<file path="config.mk">
export PLATFORM = sky130hd
export DESIGN_NAME = bcd_display_loader_flat
export DESIGN_NICKNAME = d
export VERILOG_FILES = /design/src/rtl/bcd_display_loader_if.sv /design/src/rtl/bcd_display_loader.sv /design/src/flat_wrapper.sv
export SDC_FILE = /design/constraint.sdc
export NUM_CORES = 1
export LEC_CHECK = 0
export CORE_MARGIN = 2
export CORE_UTILIZATION = 57
export DETAILED_ROUTE_END_ITERATION = 7
export PLACE_DENSITY = 0.82
export SKIP_LAST_GASP = 1
export SYNTH_ARGS = -nofsm -noshare
export SYNTH_HDL_FRONTEND = slang
export SYNTH_SLANG_ARGS = --single-unit
</file>
<file path="constraint.sdc">
create_clock -name clk -period 4.45 [get_ports clk]
set_input_delay 0.6675 -clock clk [delete_from_list [all_inputs] [get_ports clk]]
set_output_delay 0.6675 -clock clk [all_outputs]
set_load 0.05 [all_outputs]
</file>
<file path="src/rtl/bcd_display_loader_if.sv">
// Binary-in / BCD-out bus between a value producer, the BCD loader and the scan-path digit mux.
`timescale 1ns/1ps
interface bcd_display_loader_if #(
  parameter int BIN_WIDTH  = 14,
  parameter int NUM_DIGITS = 4
);
  logic [BIN_WIDTH-1:0]    bin_in;
  logic                    bin_valid;
  logic                    bin_ready;
  logic [1:0]              digit_select_2bit;
  logic [4*NUM_DIGITS-1:0] bcd_digits;
  logic [3:0]              digit_value;
  logic                    digit_blank;
  logic                    overflow;
  logic                    busy;

  // Producer / scan side.
  modport master (
    output bin_in, bin_valid, digit_select_2bit,
    input  bin_ready, bcd_digits, digit_value, digit_blank, overflow, busy
  );

  // Loader side.
  modport slave (
    input  bin_in, bin_valid, digit_select_2bit,
    output bin_ready, bcd_digits, digit_value, digit_blank, overflow, busy
  );
endinterface

</file>
<file path="src/rtl/bcd_display_loader.sv">
// Sequential double-dabble binary-to-BCD loader feeding the 4-digit scan path.
// Optional BCD_FRAME_SYNC_EN holds each commit until the scan index wraps 3 -> 0.
`timescale 1ns/1ps
module bcd_display_loader #(
  parameter int BIN_WIDTH  = 14,
  parameter int NUM_DIGITS = 4,
  parameter int MAX_VALUE  = 9999
) (
  input  logic              clk,
  input  logic              reset,
  bcd_display_loader_if.slave bus,
  output logic [1:0]        state_dbg
);

  localparam int BCD_W = 4 * NUM_DIGITS;
  localparam int CNT_W = $clog2(BIN_WIDTH);
  localparam logic [CNT_W-1:0]     LAST_ITER = CNT_W'(BIN_WIDTH - 1);
  localparam logic [BIN_WIDTH-1:0] MAX_BIN   = BIN_WIDTH'(MAX_VALUE);

  localparam logic [1:0] S_IDLE    = 2'd0;
  localparam logic [1:0] S_CONVERT = 2'd1;
  localparam logic [1:0] S_COMMIT  = 2'd2;

  logic [1:0]           state;
  logic [BIN_WIDTH-1:0] shift_reg;
  logic [BIN_WIDTH-1:0] shift_next;
  logic [BCD_W-1:0]     bcd_acc;
  logic [BCD_W-1:0]     bcd_adj;
  logic [BCD_W-1:0]     bcd_next;
  logic [CNT_W-1:0]     iter_cnt;
  logic                 clamp_flag;
  logic [BCD_W-1:0]     bcd_reg;
  logic                 ovf_reg;
  logic                 in_range;
  logic                 commit_ok;

  assign in_range = (bus.bin_in <= MAX_BIN);

  // Handshake: a value transfers on a rising clk edge where bin_valid and bin_ready
  // are both high; bin_ready is high only in IDLE, so valid while busy is dropped.
  assign bus.bin_ready = (state == S_IDLE);
  assign bus.busy      = (state != S_IDLE);
  assign state_dbg     = state;

`ifdef BCD_FRAME_SYNC_EN
  logic [1:0] sel_q;

  always_ff @(posedge clk or posedge reset) begin
    if (reset) sel_q <= 2'd3;
    else       sel_q <= bus.digit_select_2bit;
  end

  assign commit_ok = (sel_q == 2'd3) && (bus.digit_select_2bit == 2'd0);
`else
  assign commit_ok = 1'b1;
`endif

  // One double-dabble iteration: add 3 to nibbles >= 5, then shift {bcd, bin} left.
  always_comb begin
    bcd_adj = bcd_acc;
    for (int i = 0; i < NUM_DIGITS; i++) begin
      if (bcd_acc[i*4 +: 4] >= 4'd5) bcd_adj[i*4 +: 4] = bcd_acc[i*4 +: 4] + 4'd3;
    end
    {bcd_next, shift_next} = {bcd_adj, shift_reg} << 1;
  end

  always_ff @(posedge clk or posedge reset) begin
    if (reset) begin
      state      <= S_IDLE;
      shift_reg  <= '0;
      bcd_acc    <= '0;
      iter_cnt   <= '0;
      clamp_flag <= 1'b0;
      bcd_reg    <= '0;
      ovf_reg    <= 1'b0;
    end else begin
      case (state)
        S_IDLE: begin
          if (bus.bin_valid) begin
            shift_reg  <= in_range ? bus.bin_in : MAX_BIN;
            clamp_flag <= ~in_range;
            bcd_acc    <= '0;
            iter_cnt   <= '0;
            state      <= S_CONVERT;
          end
        end
        S_CONVERT: begin
          bcd_acc   <= bcd_next;
          shift_reg <= shift_next;
          iter_cnt  <= iter_cnt + 1'b1;
          if (iter_cnt == LAST_ITER) state <= S_COMMIT;
        end
        S_COMMIT: begin
          if (commit_ok) begin
            bcd_reg <= bcd_acc;
            ovf_reg <= clamp_flag;
            state   <= S_IDLE;
          end
        end
        default: state <= S_IDLE;
      endcase
    end
  end

  assign bus.bcd_digits = bcd_reg;
  assign bus.overflow   = ovf_reg;

  always_comb begin
    bus.digit_value = 4'd0;
    bus.digit_blank = 1'b0;
    case (bus.digit_select_2bit)
      2'd0: bus.digit_value = bcd_reg[3:0];
      2'd1: begin
        bus.digit_value = bcd_reg[7:4];
        bus.digit_blank = (bcd_reg[15:4] == 12'd0);
      end
      2'd2: begin
        bus.digit_value = bcd_reg[11:8];
        bus.digit_blank = (bcd_reg[15:8] == 8'd0);
      end
      default: begin
        bus.digit_value = bcd_reg[15:12];
        bus.digit_blank = (bcd_reg[15:12] == 4'd0);
      end
    endcase
  end

endmodule

</file>
<file path="src/flat_wrapper.sv">
// flat-port wrapper written by rule: the top's interface ports become plain ports
module bcd_display_loader_flat 
#(
  parameter int BIN_WIDTH  = 14,
  parameter int NUM_DIGITS = 4,
  parameter int MAX_VALUE  = 9999
)
  (clk, reset, state_dbg, bus_bin_in, bus_bin_valid, bus_digit_select_2bit, bus_bin_ready, bus_bcd_digits, bus_digit_value, bus_digit_blank, bus_overflow, bus_busy);
  bcd_display_loader_if #(.BIN_WIDTH(BIN_WIDTH), .NUM_DIGITS(NUM_DIGITS)) bus_i ();
  input  logic clk;
  input  logic reset;
  output logic [1:0] state_dbg;
  input wire logic [$bits(bus_i.bin_in)-1:0] bus_bin_in;
  input wire logic [$bits(bus_i.bin_valid)-1:0] bus_bin_valid;
  input wire logic [$bits(bus_i.digit_select_2bit)-1:0] bus_digit_select_2bit;
  output wire logic [$bits(bus_i.bin_ready)-1:0] bus_bin_ready;
  output wire logic [$bits(bus_i.bcd_digits)-1:0] bus_bcd_digits;
  output wire logic [$bits(bus_i.digit_value)-1:0] bus_digit_value;
  output wire logic [$bits(bus_i.digit_blank)-1:0] bus_digit_blank;
  output wire logic [$bits(bus_i.overflow)-1:0] bus_overflow;
  output wire logic [$bits(bus_i.busy)-1:0] bus_busy;
  assign bus_i.bin_in = bus_bin_in;
  assign bus_i.bin_valid = bus_bin_valid;
  assign bus_i.digit_select_2bit = bus_digit_select_2bit;
  assign bus_bin_ready = bus_i.bin_ready;
  assign bus_bcd_digits = bus_i.bcd_digits;
  assign bus_digit_value = bus_i.digit_value;
  assign bus_digit_blank = bus_i.digit_blank;
  assign bus_overflow = bus_i.overflow;
  assign bus_busy = bus_i.busy;
  bcd_display_loader #(.BIN_WIDTH(BIN_WIDTH), .NUM_DIGITS(NUM_DIGITS), .MAX_VALUE(MAX_VALUE)) u_core (.clk(clk), .reset(reset), .bus(bus_i), .state_dbg(state_dbg));
endmodule
</file>
[After elaboration in Yosys (flattened, before gate mapping)]
Index checks and enable logic that the tools add are counted.
Storage, ports and cells
  flip-flop bits (word level): 54
  input bits: 19
  output and inout bits: 26
  word-level logic and storage cells: 51
Operators by class
  add/sub/neg operators: 5
  order comparisons: 5
  equal/unequal tests: 7
  mux-type cells: 16
  bitwise gates (word level): 1
  reduce and logical (&&, ||, !) cells: 10
Operators with widths (count)
  case mux 16 bit (2 select lines): 1
  2-to-1 mux 14 bit: 2
  case mux 14 bit (2 select lines): 1
  greater-or-equal comparator 4 x 3 -> 1 bit, second input constant: 4
  2-to-1 mux 16 bit: 1
  2-to-1 mux 4 bit: 4
  <= comparator 14 bit, second input constant: 1
  adder 4 x 2 -> 4 bit, second input constant: 3
  zero test 12 bit: 1
  case mux 4 bit (3 select lines): 1
  zero test 8 bit: 1
  case mux 4 bit (2 select lines): 1
  AND reduction 2 bit: 3
  adder 4 x 1 -> 4 bit, second input constant: 1
  == test 2 x 1 -> 1 bit, second input constant: 2
  == test 2 bit, second input constant: 2
  == test 4 bit, second input constant: 1
  zero test 2 bit: 2
  zero test 4 bit: 1
  2-to-1 mux 2 bit: 2
  case mux 2 bit (2 select lines): 1
  nonzero test 2 bit: 2
  adder 3 x 2 -> 3 bit, second input constant: 1
  2-to-1 mux 3 bit: 1
  other kinds (4): 4

[Longest topological paths before layout]
Gate-level depths: netlist of the first run.
  depth after elaboration: 4
  gate-level depth with buffers: 7
  depth with buffers taken out: 6

[Least setup slack after synthesis of the first run]
No wires, ideal clock.
  path kind: reg-to-output
  from: reg u_core.bcd_reg[15] (netlist: u_core.bus.bcd_digits[15])
  to: out bus_digit_blank
  arrival time: 2.223 ns
  required time: 3.783 ns
  path slack: 1.560 ns
  cell stages (with the launch flop): 3
  buffers on the path: 0
  path through: dfrtp_1 or4_1 nor3_1
Between the ends
  cells in the longest elaborated chain, start to end: 2
  elaborated cells between the ends (all ways): 4
  classes of those cells: 1 x mux; 3 x reduce/logical
Ends and longest elaborated chain
  start: declaration: RTL line bcd_display_loader.sv:32  | logic [BCD_W-1:0] bcd_reg;
  start signal: assignment: RTL line bcd_display_loader.sv:74  | bcd_reg <= '0;
  start signal: assignment: RTL line bcd_display_loader.sv:95  | bcd_reg <= bcd_acc;
  zero test 12 bit, or another cell as far along: RTL line bcd_display_loader.sv:115  | bus.digit_blank = (bcd_reg[15:4] == 12'd0);
  case mux 1 bit (3 select lines) *: RTL line bcd_display_loader.sv:111  | case (bus.digit_select_2bit)
  end: declaration: RTL line flat_wrapper.sv:19  | output wire logic [$bits(bus_i.digit_blank)-1:0] bus_digit_blank;
Mark *: on every way between the ends. The rest lies on a longest branch, timed or not.

[Worst setup path after layout of the first run]
  from: in bus_digit_select_2bit[0]
  to: out bus_digit_value[2]
Between the ends
  cells in the longest elaborated chain, start to end: 2
  elaborated cells between the ends (all ways): 4
  classes of those cells: 2 x eq/ne; 1 x mux; 1 x reduce/logical
Ends and longest elaborated chain
  start: declaration: RTL line flat_wrapper.sv:15  | input wire logic [$bits(bus_i.digit_select_2bit)-1:0] bus_digit_select_2bit;
  == test 2 bit, or another cell as far along: RTL line bcd_display_loader.sv:111
  case mux 4 bit (3 select lines) *: RTL line bcd_display_loader.sv:111
  end: declaration: RTL line flat_wrapper.sv:18  | output wire logic [$bits(bus_i.digit_value)-1:0] bus_digit_value;
Marked as above.

==> impl_metrics.py, run 1 <==
metrics = {
    "cts": {
        "clk_pin_slew_worst_paths_ps": 90,
        "postCtsSetupRepairBufs": 0,
        "root_buffer": "clkbuf_8",
        "cts_buffer_depth": 2,
        "clock-sinks": 54,
        "cts_buffers": 5,
        "ctsHtreeMaxLevel": 2,
        "postCtsHoldBufs": 0,
        "ctsResizeCount": 0,
        "clock_latency_ps": 300,
        "cts_tree": "yes",
    },
    "worst_setup_path": {
        "setup.worst_path.start": "bus_digit_select_2bit[0]",
        "worst_r2r_path_depth": 2,
        "crit_type": "input port to output port",
        "critPathSlowestCell": "clkdlybuf4s50_1",
        "crit_buf_inv": 2,
        "critical_path_arrival_ps": 2570,
        "critPathTopFamily": "buffers and inverters",
        "worstPathCellList": "clkdlybuf4s50_1, mux4_2, clkdlybuf4s50_1",
        "crit_end": "bus_digit_value[2]",
        "cp_common_cell": "clkdlybuf4s50_1",
        "endpoint_kind": "output port",
        "critPathMaxFanout": 6,
        "reg2reg_slack_ps": 2590,
        "cp_slowest_stage_delay_ps": 710,
        "worstPathRequired_ps": 3780,
        "path_depth": 3,
        "rr_endpoint": "u_core.bus.bcd_digits[7]",
        "start_kind": "input port",
        "timing.rr.start": "u_core.state_dbg[0]",
    },
    "routing": {
        "wl_met1_mm": 2.40,
        "avgViaCountPerCell": 5.90,
        "dr_wl_met2_mm": 2.73,
        "vias": 2042,
        "drt_iter0_markers": 125,
        "wirelength_mm": 5.42,
        "wl_met3_um": 231,
        "detail_route.first_pass.iterations": 4,
        "drc_errors": 0,
        "ant_nets": 0,
        "routed.top_layer": "met4",
        "wire_per_inst_um": 15.7,
    },
    "final_layout": {
        "layout.nets": 320,
        "syn_to_final_growth_pct": 20.0,
        "layout_common_cells": "dfrtp_1 (54), clkdlybuf4s50_1 (44), o21ai_0 (22)",
        "drive_gt1_frac": 0.113,
        "mostFrequentLayoutCell": "dfrtp_1",
        "diodes": 0,
    },
    "power": {
        "seq_power_share": 0.356,
        "p_clk_frac": 0.128,
        "ir_drop_v": 0.000363,
        "power_frac_comb": 0.516,
        "switching_share": 0.442,
        "p_leak_nw": 1.47,
        "finalPower_w": 0.00247,
        "p_sw_w": 0.00109,
        "cellPowerDensity_mw_per_mm2": 759,
        "cellInternalPower_w": 0.00138,
    },
    "floorplan": {
        "die_h_um": 73,
        "core-area_sq_mm": 0.00466,
        "rows": 25,
        "ios": 45,
        "start_util": 0.582,
        "die_w_um": 73,
        "die-area_sq_mm": 0.00533,
    },
    "logic_synthesis": {
        "yosysUniqueCellTypes": 41,
        "postSynthCellCount": 252,
        "ys_ff_latch": 54,
        "synth_area_per_cell_sq_um": 10.8,
        "synth_ff_type": "dfrtp_1",
        "synth_top_area_share": 0.498,
        "netlist_top_cells_area": "dfrtp_1 (50%), ha_1 (4.6%), mux2_2 (4.6%)",
        "seq_area_frac_synth": 0.498,
        "synth_edf_count": 0,
        "yosysWarnings": 0,
        "synthesis.area_sq_mm": 0.00271,
        "synth_area_leader_cell": "dfrtp_1",
        "syn_nets": 281,
        "async_flop_share": 1.00,
    },
    "sta": {
        "min_period_ps": 3240,
        "finClkSkew_ps": 6.81,
        "worst_slew_pin_slew_ps": 934,
        "slew_violations": 0,
        "hold_viol_final": 0,
        "rsz0062_at_grt": "false",
        "tns_ps": 0,
        "period_share": 0.729,
        "setup_viol": 0,
        "slew_headroom": 0.377,
        "fmax_mhz": 308,
    },
    "job": {
        "maxCapViolCount": 0,
    },
    "placement": {
        "dp_hpwl_mm": 3.82,
        "port_buffers": 44,
        "finalWeightedCongestion": 0.847,
    },
    "grt": {
        "grt_pass1_vias": 1913,
        "overflow": 0,
        "grt_pass1_wl_mm": 9.16,
        "grt_antenna_before_repair": 0,
        "grtUsageTotal": 0.224,
        "grt_max_degree": 55,
    },
    "status": {
        "run_status": "complete, no violations",
    },
    "min_path": {
        "min_path_cells": 2,
        "hp-class": "flop to flop",
    },
}
[cells in the mapped netlist (all sizes together), types with 4 or more instances]
library cell,count
dfrtp,54
nand2,24
o21ai,22
nor2,17
inv,14
nand3,13
buf,12
mux2,11
ha,10
o22ai,8
a21oi,7
o31ai,7
a22o,5
nand2b,5
a21o,4
a32o,4
mux4,4
xnor2,4
[stage by stage]
step                      utilization  hold WS (ps)  instances  cell area (sq um)  setup slack [ps]
final                           0.699           512        346               3260              1210
after global routing            0.699           533        346               3260              1120
after CTS                       0.699           506        346               3260              1190
after detailed placement        0.676           469        338               3150              1190
after global placement          0.676           463        338               3150              1220
after floorplan                     -           443        252               2710              1560
[kinds of logic after synthesis]
logic type               count (synthesis)  share of synthesized area
multiplexers                            17                     0.0862
adder cells (fa/ha/maj)                 10                     0.0461
AO/OA/AOI/OAI                           67                      0.170
buffers and inverters                   28                     0.0512
flip-flops                              54                      0.498
XOR/XNOR                                 6                     0.0194
AND/OR/NAND/NOR                         70                      0.130
[area by class of cell]
class / count / area [sq um]
inverter: 14 / 52.6
clock buffer: 7 / 76.3
multi-input combinational: 170 / 1220
clock inverter: 1 / 30.0
tap: 54 / 67.6
timing repair buffer: 46 / 455
sequential: 54 / 1350
fill: 378 / 1400
[layer usage]
layer	global-route usage	vias up
met3	0.0456	7
met1	0.299	1012
li1	-	972
met4	0.0597	0
met5	0	-
met2	0.372	51
[how the worst min path moves through the flow]
| stage | start | to | slack [ps] |
|---|---|---|---|
| detailed placement | u_core.shift_reg[13] | u_core.bcd_acc[0] | 470 |
| global placement | u_core.shift_reg[13] | u_core.bcd_acc[0] | 460 |
| finish | u_core.shift_reg[13] | u_core.bcd_acc[0] | 510 |
| CTS | u_core.shift_reg[13] | u_core.bcd_acc[0] | 510 |
| floorplan | u_core.clamp_flag | u_core.clamp_flag | 440 |
| global route | u_core.bus.overflow | u_core.bus.overflow | 530 |
[worst register-to-register path: stages, from the launching register on]
cell and delay (ps):
dfrtp_1 540, nand2b_1 780, mux2_2 430
[power by group through the flow]
| stage | Sequential, W | Combinational [W] | Clock, W |
|---|---|---|---|
| floorplan | 0.00103 | 0.000789 | 0 |
| global placement | 0.000876 | 0.00124 | 0 |
| detailed placement | 0.000887 | 0.00127 | 0 |
| CTS | 0.000879 | 0.00128 | 0.000323 |
| global route | 0.000909 | 0.00139 | 0.000349 |
| finish | 0.000881 | 0.00127 | 0.000317 |
Power figures use the tool's default switching activity.
==> inputs of run 2 (changes only) <==
--- a/config.mk
+++ b/config.mk
@@ -6,9 +6,9 @@
 export NUM_CORES = 1
 export LEC_CHECK = 0
 export CORE_MARGIN = 2
-export CORE_UTILIZATION = 57
+export CORE_UTILIZATION = 48
 export DETAILED_ROUTE_END_ITERATION = 7
-export PLACE_DENSITY = 0.82
+export PLACE_DENSITY = 0.73
 export SKIP_LAST_GASP = 1
 export SYNTH_ARGS = -nofsm -noshare
 export SYNTH_HDL_FRONTEND = slang
==> constraint.sdc (replaced) <==
create_clock -name clk -period 2.9 [get_ports clk]
set_input_delay 0.435 -clock clk [delete_from_list [all_inputs] [get_ports clk]]
set_output_delay 0.435 -clock clk [all_outputs]
set_load 0.05 [all_outputs]
==> run 2 against run 1 <==
Effect of this change:
- global-route usage down 3.6 points
- register-to-register slack worse by 1500 ps
- critical path depth unchanged
- largest cell class unchanged
- largest power group unchanged
==> impl_metrics.py, run 2 (synthesized netlist as in run 1, its figures left out) <==
metrics = {
    "sta": {
        "period_share": 0.842,
        "fmax_mhz": 410,
        "min_period_ps": 2440,
        "slew_violations": 0,
        "setup_viol": 0,
        "slew_headroom": 0.447,
        "rsz0062_at_grt": "false",
        "tns_ps": 0,
        "worst_slew_pin_slew_ps": 829,
        "hold_viol_final": 0,
        "finClkSkew_ps": 4.90,
    },
    "floorplan": {
        "die-area_sq_mm": 0.00627,
        "start_util": 0.496,
        "die_w_um": 79.2,
        "core-area_sq_mm": 0.00547,
        "ios": 45,
        "rows": 27,
        "die_h_um": 79.2,
    },
    "power": {
        "seq_power_share": 0.362,
        "switching_share": 0.450,
        "p_sw_w": 0.00167,
        "cellInternalPower_w": 0.00204,
        "cellPowerDensity_mw_per_mm2": 1130,
        "power_frac_comb": 0.522,
        "ir_drop_v": 0.000590,
        "p_clk_frac": 0.115,
        "p_leak_nw": 1.48,
    },
    "cts": {
        "clock_latency_ps": 300,
        "cts_buffer_depth": 2,
        "cts_buffers": 5,
        "root_buffer": "clkbuf_8",
        "clk_pin_slew_worst_paths_ps": 90,
        "ctsResizeCount": 0,
        "postCtsHoldBufs": 0,
        "ctsHtreeMaxLevel": 2,
        "clock-sinks": 54,
        "postCtsSetupRepairBufs": 0,
        "cts_tree": "yes",
    },
    "routing": {
        "detail_route.first_pass.iterations": 4,
        "avgViaCountPerCell": 5.45,
        "drc_errors": 0,
        "vias": 1993,
        "wirelength_mm": 5.50,
        "drt_iter0_markers": 98,
        "wire_per_inst_um": 15.0,
        "ant_nets": 0,
    },
    "grt": {
        "grt_antenna_before_repair": 0,
        "grtUsageTotal": 0.188,
        "overflow": 0,
        "grt_pass1_wl_mm": 9.25,
        "grt_pass1_vias": 1912,
        "grt_max_degree": 31,
    },
    "job": {
        "maxCapViolCount": 0,
    },
    "worst_setup_path": {
        "critical_path_arrival_ps": 2010,
        "timing.rr.start": "u_core.state_dbg[0]",
        "endpoint_kind": "output port",
        "setup.worst_path.start": "u_core.state_dbg[1]",
        "worstPathCellList": "or2_2, inv_1, clkdlybuf4s50_1",
        "crit_type": "flop to output port",
        "critPathMaxFanout": 10,
        "cp_slowest_stage_delay_ps": 790,
        "worstPathRequired_ps": 2470,
        "critPathSlowestCell": "clkdlybuf4s50_1",
        "start_kind": "flop",
    },
    "final_layout": {
        "final_core_util": 0.599,
        "layout.nets": 322,
        "drive_gt1_frac": 0.139,
        "syn_to_final_growth_pct": 20.8,
        "diodes": 0,
        "final_cells": 366,
        "mostFrequentLayoutCell": "dfrtp_1",
        "layout_common_cells": "dfrtp_1 (54), clkdlybuf4s50_1 (39), o21ai_0 (22)",
    },
    "placement": {
        "finalWeightedCongestion": 0.809,
        "dp.cells": 358,
        "port_buffers": 44,
        "dp_hpwl_mm": 4.08,
    },
    "min_path": {
        "hp-class": "input port to asynchronous set/reset pin",
    },
    "status": {
        "run_status": "complete, no violations",
    },
}
[run 2: cell types whose count changed in the layout (fill, tap and decap cells not counted)]
cell             previous run  this run
buf_4                       2         8
clkdlybuf4s50_1            44        39
buf_12                      0         1
bufinv_16                   1         0
clkbuf_1                    2         1
clkbuf_8                    5         6
clkinv_2                    0         1
[run 2: through the flow]
step,cell area (sq um),hold slack (ps),power (W),setup slack [ps]
2_1_floorplan,2710,443,0.00278,242
3_3_place_gp,3190,475,0.00326,648
3_5_place_dp,3190,476,0.00332,620
4_1_cts,3280,499,0.00375,438
5_1_grt,3280,528,0.00399,366
6_report,3280,492,0.00371,458
[run 2: layout make-up]
cell class / instances / area [sq um]
fill: 484 / 2190
sequential: 54 / 1350
multi-input combinational: 170 / 1220
timing repair buffer: 48 / 470
tap: 72 / 90.1
clock buffer: 7 / 86.3
inverter: 14 / 52.6
clock inverter: 1 / 5.00
[run 2: worst max-delay path: cells and delay by family (launching register included)]
| kind | cells | cell delay (ps) |
|---|---|---|
| AND/OR/NAND/NOR | 1 | 360 |
| buffers and inverters | 2 | 850 |
| flip-flops | 1 | 500 |
[run 2: final timing paths]
kind	end	slack, ps	depth (start not counted)
worst max-delay path	bus_bin_ready	460	3
worst min-delay path	u_core.bcd_acc[10]	490	2
worst max register to register	u_core.bus.bcd_digits[10]	1110	2
worst min register to register	u_core.iter_cnt[3]	500	1
max in group asynchronous	u_core.bus.bcd_digits[1]	1870	3
min in group clk	u_core.iter_cnt[3]	500	1
[run 2: metal layers]
layer / up-vias / share of wire / GRT usage
met3: 2 / 0.051 / 0.0375
met4: 0 / 0.0042 / 0.0483
met1: 954 / 0.44 / 0.234
li1: 981 / - / -
met2: 56 / 0.50 / 0.333
met5: - / 0 / 0
[run 2: power by group through the flow]
stage                     sequential, W  clock, W  combinational, W
final                           0.00135  0.000428           0.00194
after global routing            0.00140  0.000470           0.00213
after CTS                       0.00135  0.000443           0.00195
after detailed placement        0.00137         0           0.00195
after global placement          0.00136         0           0.00190
after floorplan                 0.00157         0           0.00121
